--- src/rtl/priority_arbiter.sv ---
// Registered N-way arbiter: one-hot grant plus binary index, held until ack, withdrawal or hold limit.
// Define PRIOR_RR_EN for round-robin search order; the default is fixed priority (highest index wins).
module priority_arbiter #(
    parameter int N       = 8,
    parameter int IDXW    = 3,
    parameter int MAXHOLD = 0
) (
    input  logic            clk,
    input  logic            rst,
    input  logic [N-1:0]    req,
    input  logic            ack,
    output logic [N-1:0]    gnt,
    output logic [IDXW-1:0] gnt_idx,
    output logic            gnt_vld
);

    // state | meaning
    // IDLE  | no grant active, arbitrate whenever any request is present
    // GRANT | gnt/gnt_idx hold the current owner until a release condition
    typedef enum logic {IDLE, GRANT} state_t;

    localparam logic [7:0] HOLD_LAST = 8'((MAXHOLD == 0) ? 0 : MAXHOLD - 1);

    state_t          state, state_nxt;
    logic [7:0]      hold_cnt, hold_cnt_nxt;
    logic [IDXW-1:0] last;
    logic [N-1:0]    gnt_nxt;
    logic [IDXW-1:0] idx_nxt;
    logic            vld_nxt;

    logic [N-1:0]    cand;
    logic            expire;
    logic            release_now;
    logic            load;
    logic            win_found;
    logic [IDXW-1:0] win_idx;
    logic [IDXW-1:0] scan_idx;

    always_ff @(posedge clk) begin
        if (rst) begin
            state    <= IDLE;
            gnt      <= '0;
            gnt_idx  <= '0;
            gnt_vld  <= 1'b0;
            hold_cnt <= '0;
        end else begin
            state    <= state_nxt;
            gnt      <= gnt_nxt;
            gnt_idx  <= idx_nxt;
            gnt_vld  <= vld_nxt;
            hold_cnt <= hold_cnt_nxt;
        end
    end

`ifdef PRIOR_RR_EN
    always_ff @(posedge clk) begin
        if (rst) begin
            last <= '0;
        end else if (load) begin
            last <= win_idx;
        end
    end
`else
    assign last = '0;
`endif

    // Search last-1, last-2, ... with wrap; last=0 degenerates to highest-index-first.
    always_comb begin
        win_found = 1'b0;
        win_idx   = '0;
        scan_idx  = '0;
        for (int i = 1; i <= N; i++) begin
            scan_idx = IDXW'((int'(last) + N - i) % N);
            if (!win_found && cand[scan_idx]) begin
                win_found = 1'b1;
                win_idx   = scan_idx;
            end
        end
    end

    always_comb begin
        expire      = (MAXHOLD != 0) && (hold_cnt == HOLD_LAST);
        release_now = (state == GRANT) && (ack || !req[gnt_idx] || expire);
        cand        = (state == GRANT) ? (req & ~gnt) : req;
        load        = win_found && ((state == IDLE) || release_now);
        state_nxt   = state;
        case (state)
            IDLE:    if (win_found) state_nxt = GRANT;
            GRANT:   if (release_now && !win_found) state_nxt = IDLE;
            default: state_nxt = IDLE;
        endcase
    end

    always_comb begin
        gnt_nxt      = gnt;
        idx_nxt      = gnt_idx;
        vld_nxt      = gnt_vld;
        hold_cnt_nxt = hold_cnt;
        if (load) begin
            gnt_nxt      = N'(1) << win_idx;
            idx_nxt      = win_idx;
            vld_nxt      = 1'b1;
            hold_cnt_nxt = '0;
        end else if (release_now) begin
            gnt_nxt      = '0;
            idx_nxt      = '0;
            vld_nxt      = 1'b0;
            hold_cnt_nxt = '0;
        end else if (state == GRANT && MAXHOLD != 0) begin
            hold_cnt_nxt = hold_cnt + 8'd1;
        end
    end

endmodule

--- config.mk ---
export PLATFORM = sky130hd
export DESIGN_NAME = priority_arbiter
export DESIGN_NICKNAME = d
export VERILOG_FILES = /design/src/rtl/priority_arbiter.sv
export SDC_FILE = /design/constraint.sdc
export NUM_CORES = 1
export LEC_CHECK = 0
export BUFFER_PORTS_ARGS = -buffer_cell sky130_fd_sc_hd__buf_2
export CAP_MARGIN = 20
export CORE_MARGIN = 4
export CORE_UTILIZATION = 45
export DETAILED_ROUTE_END_ITERATION = 10
export GPL_TIMING_DRIVEN = 0
export PLACE_DENSITY = 0.71
export SYNTH_ARGS = -nofsm -noshare
export SYNTH_HDL_FRONTEND = slang
export SYNTH_SLANG_ARGS = --single-unit
--- constraint.sdc ---
create_clock -name clk -period 2.5 [get_ports clk]
set_input_delay 0.5 -clock clk [delete_from_list [all_inputs] [get_ports clk]]
set_output_delay 0.5 -clock clk [all_outputs]
set_load 0.01 [all_outputs]
# Word level (Yosys, flattened, before mapping)
# Index checks and enable logic that the tools add are counted.
[totals]
in_bits = 11
out_inout_bits = 12
reg_bits = 13
[op_classes]
magnitude_cmp = 1
n_shift = 1
bitwise_logic = 3
reduce_logical = 22
n_mux = 28
[ops]
columns = ["cell", "count"]
rows = [
  ["$mux W3", 10],
  ["$mux W8", 3],
  ["$mux W1", 13],
  ["$logic_and A1 B1 Y1", 10],
  ["$logic_not A1 Y1", 9],
  ["$and A8 B8 Y8", 1],
  ["$not A8 Y8", 1],
  ["$shl A1 B3 Y8 const A", 1],
  ["$lt A3 B4 Y1 const B", 1],
  ["$bmux W1 S3", 1],
  ["$logic_or A1 B1 Y1", 2],
  ["$pmux W1 S2", 1],
  ["$reduce_bool A2 Y1", 1],
  ["$not A1 Y1", 1],
]

# Longest topological paths before layout
# Gate-level depths: netlist (run 1).
[logic_depth]
word_depth = 29
mapped_depth = 7
depth_no_buf = 5

# Worst setup path after synthesis (run 1)
# OpenSTA, ideal clock, no wires.
[synth_timing]
kind = "input -> register"
from = "input req[7]"
to = "register gnt[1]"
slack_ns = 0.717
n_path_buf = 0
t_required_ns = 2.383
t_arrival_ns = 1.666
path_stages = 5
cell_sequence = "a21boi_0 a2111oi_4 a221oi_1 nor2_1 a22o_2"
[synth_via]
elab_chain_len = 26
elab_cells_between_ends = 42
cone_classes = "shift: 1; mux: 20; bitwise: 1; reduce/logical: 20"
[synth_rtl]
columns = ["item", "line", "text"]
rows = [
  ["from (decl)", "10", "input logic [N-1:0] req,"],
  ["$and A8 B8 Y8", "84", "cand = (state == GRANT) ? (req & ~gnt) : req;"],
  ["$mux W8", "84", ""],
  ["$mux W1", "74", "if (!win_found && cand[scan_idx]) begin"],
  ["$logic_not A1 Y1", "74", ""],
  ["$logic_and A1 B1 Y1", "74", ""],
  ["$mux W1", "74", ""],
  ["$logic_not A1 Y1", "74", ""],
  ["$logic_and A1 B1 Y1", "74", ""],
  ["[10 not listed]", "n/a", ""],
  ["$logic_not A1 Y1", "74", ""],
  ["$logic_and A1 B1 Y1", "74", ""],
  ["$mux W1", "74", ""],
  ["$logic_not A1 Y1", "74", ""],
  ["$logic_and A1 B1 Y1", "74", ""],
  ["$mux W3 / $mux W1 (equally long branches)", "74", ""],
  ["$shl A1 B3 Y8 / $logic_and A1 B1 Y1 (equally long branches)", "100, 85", ""],
  ["$mux W8 / $reduce_bool A2 Y1 (equally long branches)", "n/a", ""],
  ["to (signal assigned)", "48", "gnt <= gnt_nxt;"],
  ["to (decl)", "12", "output logic [N-1:0] gnt,"],
]
# Several ways; a longest one is shown, not always the timed one. The select of a mux whose other input is x is not followed.
# A chain may end at the register's enable or synchronous reset.

# Final worst setup path (run 1)
[layout_timing]
from = "register state"
to = "register gnt[1]"
[layout_via]
elab_chain_len = 25
elab_cells_between_ends = 38
cone_classes = "shift: 1; mux: 18; bitwise: 1; reduce/logical: 18"
[layout_rtl]
columns = ["item", "line", "text"]
rows = [
  ["from (decl)", "24", "state_t state, state_nxt;"],
  ["from (signal assigned)", "47", "state <= state_nxt;"],
  ["$mux W8", "84", ""],
  ["$mux W1", "74", ""],
  ["$logic_not A1 Y1", "74", ""],
  ["$logic_and A1 B1 Y1", "74", ""],
  ["$mux W1", "74", ""],
  ["$logic_not A1 Y1", "74", ""],
  ["$logic_and A1 B1 Y1", "74", ""],
  ["$mux W1", "74", ""],
  ["[9 not listed]", "n/a", ""],
  ["$logic_not A1 Y1", "74", ""],
  ["$logic_and A1 B1 Y1", "74", ""],
  ["$mux W1", "74", ""],
  ["$logic_not A1 Y1", "74", ""],
  ["$logic_and A1 B1 Y1", "74", ""],
  ["$mux W3 / $mux W1 (equally long branches)", "74", ""],
  ["$shl A1 B3 Y8 / $logic_and A1 B1 Y1 (equally long branches)", "100, 85", ""],
  ["$mux W8 / $reduce_bool A2 Y1 (equally long branches)", "n/a", ""],
]
# Several ways; a longest one is shown, not always the timed one.

==> flow_summary_export.csv, run 1 <==
group,metric,value,unit
run_status,status,"complete, no violations",
route,detail_route.drc_violations,0,
clocking,cts_setup_buffers,0,
global_route,grt_first_pass_wirelength,3070,um
sta,timing.clock.skew,0.00594,ns
clocking,tritoncts.num_buffers,3,
sta,setup_violations,0,
clocking,worstSkewPairLatency,0.27,ns
critical_path,critical_path_class,"flip-flop to flip-flop",
synthesis,synth_seq_area_share,34.8,%
synthesis,synth-seq-cells,13,
synthesis,yosys_warnings,0,
clocking,cts-root-to-sink-buffers,2,
route,post_drt_via_cell_ratio,6.21,
synthesis,asyncSetResetFlopFracSynth,0,%
route,wl_met2,852,um
sta,slew_headroom,58.6,%
route,totalWireLength,1870,um
floorplan,dieArea,0.00238,mm^2
sta,setup-tns-final,0,ns
sta,layout_min_cycle_time,1.95,ns
hold_path,worstHoldPathType,"primary input to flip-flop",
sta,timing.final.max_slew_violations,0,
sta,timing_hold_violations_final,0,
final_layout,post-route-cell-area,905,um^2
clocking,cts_max_level,1,
pwr,leak,0.000401,uW
sta,setup_repair_after_global_routing_missed_its_margin,"no",
sta,worst-slew-pin-transition,0.615,ns
synthesis,synth.cell_area,748,um^2
floorplan,placementRows,14,
critical_path,max_fanout_on_critical_path,6,
final_layout,instances_no_fill,116,
floorplan,die-width,48.8,um
synthesis,yosysUniqueCellTypes,30,
global_route,grt_antenna_before_repair,0,
route,route.top_layer_used,"met4",
route,route.layer.met1.wl,883,um
clocking,post_cts_hold_buffer_count,0,
floorplan,die_h,48.8,um
clocking,tritoncts,"built",
floorplan,io-pin-count,23,
global_route,globalRoute.totalOverflow,0,
route,via_count,720,
synthesis,syn-num-nets,85,
placement,dp_hpwl,1510,um
pwr,peakVddDrop,0.335,mV
final_layout,nets,112,
final_layout,antenna_diode_instance_count,0,
route,detail_routed_net_length_per_standard_cell,16.1,um
critical_path,cp.arrival,2.11,ns
synthesis,syn-instance-count,74,
pwr,design_power_total,477,uW
synthesis,synth.top_cell.area_share,34.8,%
critical_path,crit_path_end_kind,"flip-flop",
global_route,first_global_vias,713,
synthesis,synth-main-ff-cell,"sky130_fd_sc_hd__dfxtp_1",
clocking,path_clk_slew,0.08,ns
placement,placedCellCount,112,
synthesis,synth_enable_flop_cells,0,
route,detailedRoute.firstPassIterationCount,4,
clocking,cts_root_buf,"sky130_fd_sc_hd__clkbuf_4",
synthesis,post_synth_main_area_contributors,"sky130_fd_sc_hd__dfxtp_1 35%, sky130_fd_sc_hd__a32o_1 8.0%, sky130_fd_sc_hd__a22o_1 4.7%",
final_layout,area.growth.synth_to_final,20.9,%
job,max_cap_violations,0,
critical_path,required_arrival_time_at_the_worst_endpoint,2.66,ns
critical_path,crit_path_start_kind,"flip-flop",
final_layout,ratio_of_cells_with_drive_above_1_in_the_final_layout,39.0,%
synthesis,cell_accounting_for_the_most_synthesized_area,"sky130_fd_sc_hd__dfxtp_1",
placement,postPlaceCellArea,878,um^2
final_layout,final_common_cell,"sky130_fd_sc_hd__buf_2",
final_layout,final_cell_mix,"22 x sky130_fd_sc_hd__buf_2, 13 x sky130_fd_sc_hd__dfxtp_1, 9 x sky130_fd_sc_hd__nor2_1, 6 x sky130_fd_sc_hd__a32o_1",
floorplan,initial_util,48.5,%
clocking,numClockSinks,13,
floorplan,design.core.area,0.00154,mm^2
clocking,ctsResizeCount,0,
synthesis,syn-mean-instance-area,10.1,um^2
route,first_iter_violations,28,
placement,port_buffers,22,
route,total_met3_wirelength_after_detailed_routing,108,um
final_layout,n_fill_cell,138,
global_route,grt_max_degree,11,
pwr,cellPowerDensity,528,mW/mm^2
route,route.antenna.remaining_nets,0,
global_route,grt.total_usage,15.7,%
sta,fin_crit_sh,77.9,%
sta,highest_clock_frequency_the_design_can_meet,513,MHz
placement,globalplace.congestion,0.752,
==> logic make-up (layout without fill, tap and decap cells) <==
family | after synthesis | after routing | synth area share, %
and+or+nand+nor | 22 | 22 | 16.6
DFF | 13 | 13 | 34.8
muxes | 3 | 3 | 5.69
AOI/OAI and AO/OA | 30 | 30 | 38.0
buffers and inverters | 6 | 32 | 5.02
==> worst max-delay path: stages, from the launching register on <==
cell                        delay, ns
sky130_fd_sc_hd__dfxtp_1         0.35
sky130_fd_sc_hd__a21boi_0        0.53
sky130_fd_sc_hd__a2111oi_4       0.12
sky130_fd_sc_hd__a221oi_1        0.47
sky130_fd_sc_hd__nor2_1          0.12
sky130_fd_sc_hd__a22o_2          0.25
==> final timing paths <==
check / startpoint / end / slack [ns] / cells past startpoint
min reg2reg: gnt[7]$_SDFFE_PP0P_ / gnt[7]$_SDFFE_PP0P_ / 0.50 / 1
max reg2reg: state$_SDFF_PP0_ / gnt[1]$_SDFFE_PP0P_ / 0.55 / 5
min: rst / state$_SDFF_PP0_ / 0.47 / 2
max: state$_SDFF_PP0_ / gnt[1]$_SDFFE_PP0P_ / 0.55 / 5
==> sequential cells by signal, summed over array words and instances (netlist names) <==
register and flops:
state 1, gnt 8, gnt_idx 3, gnt_vld 1
==> routing by layer <==
layer	vias to the layer above	track usage (%)
li1	347	-
met1	345	20.8
met2	24	26.1
met3	4	2.75
met4	0	4.04
met5	-	0
==> Yosys cell counts (2+ instances only) <==
master / number
sky130_fd_sc_hd__a21boi_0: 2
sky130_fd_sc_hd__dfxtp_1: 13
sky130_fd_sc_hd__a21oi_1: 3
sky130_fd_sc_hd__a22o_1: 4
sky130_fd_sc_hd__buf_6: 2
sky130_fd_sc_hd__nand2b_1: 3
sky130_fd_sc_hd__nor2_1: 9
sky130_fd_sc_hd__o221a_2: 2
sky130_fd_sc_hd__mux2i_1: 2
sky130_fd_sc_hd__a22o_2: 2
sky130_fd_sc_hd__a32o_1: 6
sky130_fd_sc_hd__nand2_1: 3
sky130_fd_sc_hd__inv_1: 4
sky130_fd_sc_hd__a21bo_2: 2
sky130_fd_sc_hd__a21boi_1: 2
==> report_power, final <==
part,leakage [uW],internal [uW],total (uW),switching (uW)
clock network,0.0000150,61.7,128,66.4
logic,0.000279,54.8,114,59.2
registers,0.000107,220,235,14.9
total,0.000401,337,477,141
==> layout make-up <==
class                           count  area [um^2]  share of cell area, %
Inverter                            4         15.0                   1.66
Multi-Input combinational cell     55          450                   49.8
Clock buffer                        4         26.3                   2.90
Buffer                              2         22.5                   2.49
Sequential cell                    13          260                   28.8
Tap cell                           16         20.0                   2.21
Timing Repair Buffer               22          110                   12.2
==> per-stage QoR <==
step | util, % | setup WS [ns] | hold slack (ns)
3_3_place_gp | 57.0 | 0.385 | 0.480
4_1_cts | 58.7 | 0.591 | 0.468
6_report | 58.7 | 0.552 | 0.469
5_1_grt | 58.7 | 0.460 | 0.475
3_5_place_dp | 57.0 | 0.358 | 0.486
2_1_floorplan | - | 0.717 | 0.526
(Power assumes the default switching activity.)
==> run 2: changes to the inputs <==
==> constraint.sdc (replaced) <==
create_clock -name clk -period 1.9 [get_ports clk]
set_input_delay 0.38 -clock clk [delete_from_list [all_inputs] [get_ports clk]]
set_output_delay 0.38 -clock clk [all_outputs]
set_load 0.01 [all_outputs]
==> run 2 against run 1 <==
Compared with the run above:
- flip-flop and latch count is the same
- critical path depth rose by 2
- utilization is 2.2 points higher
- cell count rose by 1.7%
- largest power group unchanged
- die area unchanged
- clock-buffer cell count unchanged
- cell area is 3.7% higher
- register-to-register slack worse by 0.50 ns
- sequential share of layout area fell by 0.77 points
- highest routed layer unchanged
- largest cell class unchanged
- total power grew 33%
- sequential power rose by 32%
==> flow_summary_export.csv, run 2 (synthesized netlist as in run 1, its figures left out) <==
group,metric,value,unit
job,max_cap_violations,0,
floorplan,placementRows,14,
global_route,grt_first_pass_wirelength,3080,um
route,totalWireLength,1940,um
critical_path,cp.arrival,2.07,ns
route,detail_route.drc_violations,0,
placement,port_buffers,22,
route,via_count,730,
final_layout,final_cell_mix,"22 x sky130_fd_sc_hd__buf_2, 11 x sky130_fd_sc_hd__dfxtp_1, 8 x sky130_fd_sc_hd__nor2_1, 6 x sky130_fd_sc_hd__a32o_1",
sta,layout_min_cycle_time,1.85,ns
sta,slew_headroom,67.1,%
final_layout,antenna_diode_instance_count,0,
sta,highest_clock_frequency_the_design_can_meet,541,MHz
sta,timing_hold_violations_final,0,
sta,timing.clock.skew,0.00369,ns
global_route,grt.busiest_layer,"met2",
final_layout,largest_register_ff_count,8,
sta,fin_crit_sh,97.3,%
final_layout,post-route-cell-area,938,um^2
global_route,grt_antenna_before_repair,0,
route,route.antenna.remaining_nets,0,
placement,postPlaceCellArea,878,um^2
clocking,path_clk_slew,0.08,ns
pwr,cellPowerDensity,679,mW/mm^2
critical_path,crit_path_end_kind,"flip-flop",
route,post_drt_via_cell_ratio,6.19,
floorplan,initial_util,48.5,%
global_route,grt.total_usage,15.8,%
floorplan,io-pin-count,23,
floorplan,die_h,48.8,um
final_layout,final_common_cell,"sky130_fd_sc_hd__buf_2",
clocking,worstSkewPairLatency,0.27,ns
clocking,tritoncts.num_buffers,3,
global_route,groute.layer.met3.usage,2.75,%
global_route,groute.layer.met2.usage,26.1,%
pwr,leak,0.000413,uW
clocking,cts_max_level,1,
global_route,grt_max_degree,11,
critical_path,critical_path_class,"flip-flop to flip-flop",
sta,worst-slew-pin-transition,0.493,ns
global_route,globalRouteMet1Util,21.0,%
route,first_iter_violations,19,
sta,timing.final.max_slew_violations,0,
pwr,peakVddDrop,0.448,mV
route,detail_routed_net_length_per_standard_cell,16.4,um
final_layout,ratio_of_cells_with_drive_above_1_in_the_final_layout,45.1,%
clocking,cts-root-to-sink-buffers,2,
hold_path,worstHoldPathType,"primary input to flip-flop",
clocking,tritoncts,"built",
final_layout,top_regs,"gnt: 8 flops, gnt_idx: 3 flops",
final_layout,post-route-util,60.9,%
placement,dp_hpwl,1510,um
final_layout,registers.top_by_ff_count,"gnt",
floorplan,design.core.area,0.00154,mm^2
run_status,status,"complete, no violations",
floorplan,die-width,48.8,um
global_route,globalRoute.totalOverflow,0,
clocking,post_cts_hold_buffer_count,0,
sta,setup_violations,0,
final_layout,multi_input_comb_area,467,um^2
route,detailedRoute.firstPassIterationCount,4,
pwr,design_power_total,637,uW
final_layout,seq_area,263,um^2
critical_path,max_fanout_on_critical_path,10,
final_layout,area.growth.synth_to_final,25.4,%
final_layout,nets,114,
final_layout,n_fill_cell,138,
floorplan,dieArea,0.00238,mm^2
placement,globalplace.congestion,0.752,
critical_path,crit_path_start_kind,"flip-flop",
clocking,cts_root_buf,"sky130_fd_sc_hd__clkbuf_4",
global_route,first_global_vias,710,
critical_path,required_arrival_time_at_the_worst_endpoint,2.12,ns
clocking,numClockSinks,13,
## run 2: repair_timing
item	in CTS	in global routing
buffers inserted	0	2
resized for setup	2	5
endpoints found under the setup margin	2	12
pin swaps	1	3
## run 2: cell type report
| class | count | share of cell area [%] |
|---|---|---|
| multi-input cells | 55 | 49.7 |
| flip-flops and latches | 13 | 28.0 |
| well taps | 16 | 2.13 |
| clock buffers | 4 | 2.80 |
| plain buffers | 2 | 2.40 |
| repair buffers | 24 | 13.3 |
| inverters | 4 | 1.60 |
## run 2: final timing paths
kind                                           from             endpoint  slack, ns  depth (start not counted)
worst max-delay path               state$_SDFF_PP0_  gnt[1]$_SDFFE_PP0P_       0.05                          7
worst min register to register  gnt[7]$_SDFFE_PP0P_  gnt[7]$_SDFFE_PP0P_       0.51                          1
worst min-delay path                            rst     state$_SDFF_PP0_       0.35                          2
worst max register to register     state$_SDFF_PP0_  gnt[1]$_SDFFE_PP0P_       0.05                          7
## run 2: worst max-delay path: stages, from the launching register on
cell,delay (ns)
sky130_fd_sc_hd__dfxtp_2,0.37
sky130_fd_sc_hd__buf_6,0.15
sky130_fd_sc_hd__a21boi_1,0.11
sky130_fd_sc_hd__a2111oi_4,0.46
sky130_fd_sc_hd__nand4_1,0.19
sky130_fd_sc_hd__a21oi_2,0.20
sky130_fd_sc_hd__buf_6,0.16
sky130_fd_sc_hd__a22o_2,0.15
## run 2: power breakdown
group,switching (uW),total (uW),internal [uW]
clock,86.8,168,81.2
sequential,19.9,310,291
combinational,81.8,158,76.7
## run 2: per-layer routing
| metal | vias to the layer above | share of wire, % |
|---|---|---|
| met5 | - | 0 |
| li1 | 350 | - |
| met2 | 20 | 47 |
| met3 | 4 | 4.7 |
| met1 | 356 | 47 |
| met4 | 0 | 1.2 |
## run 2: through the flow
stage               setup TNS (ns)  worst slack [ns]  hold WS (ns)  instances
global placement            -0.245           -0.0955         0.480        112
global route               -0.0423           -0.0180         0.347        118
detailed placement          -0.431            -0.122         0.486        112
finish                           0            0.0519         0.346        118
floorplan                        0             0.159         0.449         74
CTS                              0            0.0110         0.348        116
